[src/rtl/addsub_serial.sv]
// addsub_serial: digit-serial adder/subtractor with accumulate mode, carry/overflow flags
// and a one-cycle done pulse, driven through a start/ready/busy handshake.
module addsub_serial #(
  parameter int WIDTH = 16,
  parameter int DIGIT = 4
) (
  input  logic             clk,
  input  logic             rst,
  input  logic             start,
  input  logic             op,
  input  logic             acc,
  input  logic [WIDTH-1:0] a,
  input  logic [WIDTH-1:0] b,
  output logic             ready,
  output logic             busy,
  output logic [WIDTH-1:0] y,
  output logic             carry,
  output logic             ovf,
  output logic             done
);
  localparam int STEPS = WIDTH / DIGIT;
  localparam int CW = STEPS > 1 ? $clog2(STEPS) : 1;
  typedef enum logic {IDLE, RUN} state_t;
  state_t r_state, w_next;
  logic [WIDTH-1:0] r_a, r_b, r_res, w_res;
  logic [CW-1:0] r_cnt;
  logic r_c, r_amsb, r_bmsb, w_go, w_last;
  logic [DIGIT:0] w_dsum;
  always_comb begin
    w_go = r_state == IDLE && start && ready;
    w_last = r_state == RUN && r_cnt == CW'(STEPS - 1);
    w_next = w_go ? RUN : w_last ? IDLE : r_state;
    w_dsum = {1'b0, r_a[DIGIT-1:0]} + {1'b0, r_b[DIGIT-1:0]} + {{DIGIT{1'b0}}, r_c};
    w_res = WIDTH'({w_dsum[DIGIT-1:0], r_res} >> DIGIT);
  end
  always_ff @(posedge clk or negedge rst)
    if (!rst) r_state <= IDLE;
    else r_state <= w_next;
  // operand MSBs are kept separately because r_a/r_b are shifted away during RUN
  always_ff @(posedge clk or negedge rst) begin
    if (!rst) begin
      ready  <= 1'b0;
      busy   <= 1'b0;
      done   <= 1'b0;
      y      <= '0;
      carry  <= 1'b0;
      ovf    <= 1'b0;
      r_a    <= '0;
      r_b    <= '0;
      r_res  <= '0;
      r_cnt  <= '0;
      r_c    <= 1'b0;
      r_amsb <= 1'b0;
      r_bmsb <= 1'b0;
    end else begin
      ready <= w_next == IDLE;
      busy  <= w_next == RUN;
      done  <= w_last;
      if (w_go) begin
        r_a    <= acc ? y : a;
        r_b    <= op ? ~b : b;
        r_c    <= op;
        r_cnt  <= '0;
        r_amsb <= acc ? y[WIDTH-1] : a[WIDTH-1];
        r_bmsb <= op ? ~b[WIDTH-1] : b[WIDTH-1];
      end else if (r_state == RUN) begin
        r_a   <= r_a >> DIGIT;
        r_b   <= r_b >> DIGIT;
        r_c   <= w_dsum[DIGIT];
        r_res <= w_res;
        r_cnt <= r_cnt + 1'b1;
        if (w_last) begin
          y     <= w_res;
          carry <= w_dsum[DIGIT];
          ovf   <= (r_amsb == r_bmsb) && (w_res[WIDTH-1] != r_amsb);
        end
      end
    end
  end
endmodule

[config.mk]
export PLATFORM = sky130hd
export DESIGN_NAME = addsub_serial
export DESIGN_NICKNAME = d
export VERILOG_FILES = /design/src/rtl/addsub_serial.sv
export SDC_FILE = /design/constraint.sdc
export NUM_CORES = 1
export LEC_CHECK = 0
export BUFFER_PORTS_ARGS = -buffer_cell sky130_fd_sc_hd__buf_2
export CAP_MARGIN = 20
export CORE_MARGIN = 3
export CORE_UTILIZATION = 30
export CTS_CLUSTER_DIAMETER = 200
export DETAILED_ROUTE_END_ITERATION = 10
export GPL_TIMING_DRIVEN = 0
export PLACE_DENSITY = 0.53
export SLEW_MARGIN = 20
export SYNTH_ARGS = -nofsm -noshare
export SYNTH_HDL_FRONTEND = slang
export SYNTH_SLANG_ARGS = --single-unit
[constraint.sdc]
create_clock -name clk -period 3.7 [get_ports clk]
set_input_delay 0.74 -clock clk [delete_from_list [all_inputs] [get_ports clk]]
set_output_delay 0.74 -clock clk [all_outputs]
set_load 0.05 [all_outputs]
==> key figures, run 1 <==
Status
  – Status: completed

Timing
  – Max-slew violation count: 0
  – Max frequency: 508 MHz
  – Min cycle time layout: 1.97 ns
  – Slew at the pin with the worst max-slew slack: 0.617 ns
  – Fin crit share: 0.532
  – Rel. slew slack: 0.589
  – # setup viols final: 0
  – RSZ-0062 raised after global routing: no
  – Final hold vios: 0
  – Setup TNS: 0 ns
  – Clock skew: 0.00792 ns

Clock network
  – Inserted Clock Buffers: 9
  – CTS Hold Bufs: 0
  – Post-CTS Setup Bufs: 0
  – Worst-Skew Late Latency: 0.34 ns
  – Post-CTS Resized: 0
  – CTS tree: built
  – Clock Pin Slew Worst Setup and Hold Paths: 0.07 ns
  – CTS Root Buffer Type: clkbuf_8
  – CTS max path bufs: 2
  – Clk sink count: 70
  – H-tree Lvls: 3

Logic synthesis
  – Synth Cell Area: 0.00325 mm2
  – Synth Instances: 318
  – Syn Nets: 361
  – Synth Warn #: 0
  – Post-synth cell types: 27
  – Syn avg cell area: 10.2 um2
  – Sequential area share after synthesis: 0.539
  – Flops & latches, synth: 70

Layout
  – Post-Layout Cell Count: 526
  – Syn-to-layout area delta: 20.1%
  – Commonest non-fill, non-tap cell in the layout: dfrtp_1
  – Most frequent cells in the layout: 70 x dfrtp_1, 60 x buf_2, 38 x nand2_1, 36 x nor2_1, 31 x o21ai_0
  – Nets@finish: 428
  – Fraction of layout cells with a size suffix above 1: 0.251
  – Fill cells: 1089
  – Antenna diode count: 0

Worst setup path
  – Reg2Reg Setup Slack: 1.73 ns
  – CP Launch Type: flip-flop
  – Crit-path max FO: 4
  – WP data arrival: 2.23 ns
  – Crit path required time: 3.96 ns
  – Kind of critical path: reg -> reg
  – Slowest cell on crit path: or4_1
  – Worst path cell trace: ha_1 > and3b_1 > o21a_1 > or4_1 > a31oi_1
  – Setup crit end kind: flip-flop
  – Reg2reg path depth: 5
  – Max stage delay on crit path: 0.49 ns

Global route
  – Vias in the first global route: 2508
  – Met2 Use GR: 0.211
  – First-pass GRT wire length: 12800 um
  – Overall Global Routing Usage: 0.139
  – Initial antenna violation count: 0
  – Largest net degree at the start of global routing: 40
  – Total gr overflow: 0
  – Met3 GRT Util: 0.0198
  – Met1 GRT Util: 0.202
  – Grt peak-use layer: met2

Drt
  – Vias: 2468
  – DR WL/cell: 15.1 um
  – Total Wirelength: 7960 um
  – Drt via density: 4.69
  – Drt first pass iters: 4
  – Residual DRC count: 0
  – Number of nets with antenna violations after routing: 0
  – First DRT Iteration DRCs: 145

Flow run
  – Max_cap viols: 0

Place
  – # placed instances: 510
  – Final Wtd Congestion: 0.798
  – PortBufs: 55
  – DPL Wire Length: 5930 um

Die
  – IO Pins: 58
  – Die width: 110 um
  – Core Area: 0.0104 mm2
  – DIE AREA: 0.0121 mm2
  – Initial Util: 0.312
  – Die H: 110 um
  – Rows: 37

Worst hold path
  – HP Class: in -> async

Power and ir drop
  – Peak VDD IR: 0.000283 V
  – Leakage power: 1.82 nW
  – Power per cell area: 867 mW/mm2
==> worst paths after layout <==
check	from	to
worst max register to register	r_a[2]$_DFFE_PN0P_	ovf$_DFFE_PN0P_
worst min-delay path	rst	r_b[6]$_DFFE_PN0P_
min in group clk	r_b[10]$_DFFE_PN0P_	r_b[6]$_DFFE_PN0P_
worst max-delay path	r_a[2]$_DFFE_PN0P_	ovf$_DFFE_PN0P_
worst min register to register	r_b[10]$_DFFE_PN0P_	r_b[6]$_DFFE_PN0P_
max in group asynchronous	rst	r_a[11]$_DFFE_PN0P_
==> synth_stat cells <==
cell | instances | area, um2
dfrtp_1 | 70 | 1750
nand2_1 | 38 | 143
nor2_1 | 36 | 135
o21ai_0 | 31 | 155
a21oi_1 | 29 | 145
mux2_2 | 19 | 214
mux2i_1 | 18 | 180
xnor2_1 | 17 | 149
clkbuf_1 | 14 | 52.6
a211oi_1 | 9 | 67.6
inv_1 | 9 | 33.8
buf_2 | 6 | 30.0
ha_1 | 4 | 50.1
a21o_2 | 2 | 17.5
clkinv_1 | 2 | 7.51
fa_1 | 2 | 40.0
o31ai_1 | 2 | 15.0
a31oi_1 | 1 | 6.26
and2_1 | 1 | 6.26
and3_1 | 1 | 6.26
and3b_1 | 1 | 8.76
buf_1 | 1 | 3.75
nand3_1 | 1 | 5.00
nor3_1 | 1 | 5.00
o211ai_1 | 1 | 7.51
o21a_1 | 1 | 7.51
or4_1 | 1 | 7.51
==> power by group <==
group          total (mW)  internal, mW  switching [mW]  leakage, nW
logic                1.51         0.503            1.01        0.831
clock network       0.576         0.281           0.294       0.0848
registers            1.30          1.09           0.213        0.906
==> sequential cells by signal, summed over array words and instances, names as in the netlist <==
name,count
y,16
r_amsb,1
r_b,16
r_res,12
done,1
r_a,16
r_cnt,2
busy,1
r_c,1
r_bmsb,1
ready,1
carry,1
ovf,1
==> final cells by class <==
type	count	area, um2	area share
clock buffers	12	155	0.0397
clock inverters	4	31.3	0.00801
plain buffers	21	86.3	0.0221
multi-input cells	216	1370	0.351
inverters	11	41.3	0.0106
repair buffers	56	298	0.0763
flip-flops and latches	70	1750	0.449
well taps	136	170	0.0436
==> per-stage QoR <==
stage                     total power, mW  hold slack (ns)   util  area [um2]  worst slack [ns]
after detailed placement             2.83            0.469  0.357        3720              1.63
after global placement               2.81            0.466  0.355        3700              1.49
after floorplan                      2.37            0.444      -        3250              1.91
after CTS                            3.42            0.341  0.375        3910              1.75
after global routing                 3.63            0.364  0.375        3910              1.67
final                                3.39            0.339  0.375        3910              1.73
==> per-layer routing <==
layer	up-vias	part of all wire
met5	-	0
met4	0	0.016
met3	10	0.035
met2	51	0.46
met1	1202	0.49
li1	1205	-
==> logic make-up after synthesis <==
| kind of cell | after synthesis | share of synthesized area |
|---|---|---|
| and+or+nand+nor | 80 | 0.0974 |
| AOI/OAI and AO/OA | 76 | 0.130 |
| DFF | 70 | 0.539 |
| muxes | 37 | 0.121 |
| buffers and inverters | 32 | 0.0393 |
| xor gates and xnor gates | 17 | 0.0458 |
| adders and majority gates | 6 | 0.0277 |
==> worst max-delay path, delay by kind of cell, from the launching register on <==
| family | cells | cell delay, ns |
|---|---|---|
| flops | 1 | 0.40 |
| simple gates | 2 | 0.70 |
| fa+ha+maj | 1 | 0.36 |
| compound gates | 2 | 0.43 |
No activity file was read; power rests on OpenSTA's default activity.
==> inputs of run 2 (changes only) <==
--- a/config.mk
+++ b/config.mk
@@ -12,7 +12,7 @@
 export CTS_CLUSTER_DIAMETER = 200
 export DETAILED_ROUTE_END_ITERATION = 10
 export GPL_TIMING_DRIVEN = 0
-export PLACE_DENSITY = 0.53
+export PLACE_DENSITY = 0.55
 export SLEW_MARGIN = 20
 export SYNTH_ARGS = -nofsm -noshare
 export SYNTH_HDL_FRONTEND = slang
==> constraint.sdc (replaced) <==
create_clock -name clk -period 1.8 [get_ports clk]
set_input_delay 0.36 -clock clk [delete_from_list [all_inputs] [get_ports clk]]
set_output_delay 0.36 -clock clk [all_outputs]
set_load 0.05 [all_outputs]
==> key figures, run 2 (synthesis gave the netlist of run 1 again) <==
Layout
  – Biggest regs: r_a: 16 flops, r_b: 16 flops, y: 16 flops
  – Post-route cell area: 0.00397 mm2
  – Post-Layout Cell Count: 530
  – Nets@finish: 434
  – Syn-to-layout area delta: 22.2%
  – Most frequent cells in the layout: 70 x dfrtp_1, 60 x buf_2, 38 x nand2_1, 36 x nor2_1, 30 x o21ai_0
  – Fraction of layout cells with a size suffix above 1: 0.272
  – Commonest non-fill, non-tap cell in the layout: dfrtp_1
  – Fill cells: 1108
  – Antenna diode count: 0
  – Fin util: 0.382

Power and ir drop
  – Power per cell area: 1800 mW/mm2
  – Leakage power: 1.86 nW
  – Power after layout: 7.14 mW
  – Peak VDD IR: 0.000699 V

Timing
  – Final hold vios: 0
  – Slew at the pin with the worst max-slew slack: 0.628 ns
  – Hold slack: 0.314 ns
  – Fin crit share: 1.01
  – Max frequency: 548 MHz
  – Min cycle time layout: 1.82 ns
  – Max-slew violation count: 0
  – # setup viols final: 1
  – Rel. slew slack: 0.581
  – Worst setup margin: -0.0240 ns
  – Setup TNS: -0.0240 ns
  – RSZ-0062 raised after global routing: yes
  – Clock skew: 0.00863 ns

Clock network
  – Clk sink count: 70
  – CTS tree: built
  – H-tree Lvls: 3
  – CTS Root Buffer Type: clkbuf_8
  – Inserted Clock Buffers: 9
  – CTS max path bufs: 2
  – Worst-Skew Late Latency: 0.34 ns
  – Clock Pin Slew Worst Setup and Hold Paths: 0.07 ns

Drt
  – Number of nets with antenna violations after routing: 0
  – First DRT Iteration DRCs: 97
  – Drt via density: 4.84
  – Residual DRC count: 0
  – DR WL/cell: 15.4 um
  – Vias: 2565
  – Drt first pass iters: 4
  – Total Wirelength: 8140 um

Place
  – PortBufs: 55
  – # placed instances: 510
  – Area after DPL: 0.00372 mm2
  – Worst slack at placement: -0.125 ns
  – Final Wtd Congestion: 0.803
  – DPL Wire Length: 6020 um

Worst setup path
  – Crit path required time: 2.06 ns
  – Max stage delay on crit path: 0.48 ns
  – WP data arrival: 2.09 ns
  – Worst path cell trace: ha_1 > and3b_1 > o21a_1 > or4_1 > a31oi_1
  – Reg2Reg Setup Slack: -0.02 ns
  – Worst reg2reg path startpoint: r_b[1]$_DFFE_PN0P_
  – Slowest cell on crit path: or4_1
  – R2r endpoint: ovf$_DFFE_PN0P_
  – Reg2reg path depth: 5
  – Kind of critical path: reg -> reg
  – Setup crit end kind: flip-flop
  – Crit-path max FO: 3
  – Worst path buffer plus inverter count: 0
  – Family with the most delay on the worst path: simple AND/OR/NAND/NOR gates
  – CP Launch Type: flip-flop
  – Crit. path cell count: 5

Die
  – DIE AREA: 0.0121 mm2
  – Core Area: 0.0104 mm2
  – Die H: 110 um
  – IO Pins: 58
  – Die width: 110 um
  – Initial Util: 0.312
  – Rows: 37

Worst hold path
  – HP Class: in -> reg
  – Hold Startpoint: b[12]
  – Hold path cells: 3
  – Worst hold endpoint: r_b[12]$_DFFE_PN0P_

Status
  – Failing checks: negative setup slack
  – Status: finished, violations left

Flow run
  – Max_cap viols: 0

Global route
  – First-pass GRT wire length: 12900 um
  – Largest net degree at the start of global routing: 39
  – Vias in the first global route: 2517
  – Initial antenna violation count: 0
  – Overall Global Routing Usage: 0.141
  – Total gr overflow: 0
==> run 2: how the worst max path moves through the flow <==
stage | start | slack [ns] | end
2_1_floorplan | r_a[2]$_DFFE_PN0P_ | 0.01 | ovf$_DFFE_PN0P_
3_3_place_gp | r_b[2]$_DFFE_PN0P_ | -0.10 | ovf$_DFFE_PN0P_
3_5_place_dp | r_a[2]$_DFFE_PN0P_ | -0.12 | ovf$_DFFE_PN0P_
4_1_cts | r_b[2]$_DFFE_PN0P_ | -0.02 | ovf$_DFFE_PN0P_
5_1_grt | r_a[0]$_DFFE_PN0P_ | -0.09 | ovf$_DFFE_PN0P_
6_report | r_b[1]$_DFFE_PN0P_ | -0.02 | ovf$_DFFE_PN0P_
==> run 2: power breakdown <==
group	switching [mW]	total, mW	internal, mW
logic	2.14	3.31	1.16
registers	0.443	2.68	2.24
clock network	0.554	1.15	0.597
==> run 2: final cells by class <==
class	count	area (um2)	share of cell area
Sequential cell	70	1750	0.441
Multi-Input combinational cell	216	1400	0.353
Timing Repair Buffer	62	345	0.0869
Tap cell	136	170	0.0428
Clock buffer	13	169	0.0425
Buffer	21	86.3	0.0217
Inverter	11	45.0	0.0113
Clock inverter	1	5.00	0.00126
==> run 2: worst reg2reg max path: cells and delay by family, from the launching register on <==
kind / cells / cell delay [ns]
simple gates: 2 / 0.67
fa+ha+maj: 1 / 0.29
flops: 1 / 0.42
compound gates: 2 / 0.37
==> run 2: what timing repair did <==
action | 4_1_cts | 5_1_grt
endpoints found under the hold margin | 32 | 0
setup buffers | 3 | 2
endpoints found under the setup margin | 5 | 8
resized for setup | 5 | 2
pin swaps | 4 | 2
hold buffers | 1 | 0
==> run 2: metal layers <==
layer	global-route usage	wire length [um]
met3	0.0355	483
met5	0	0
met1	0.199	3750
met4	0.0519	133
met2	0.208	3770
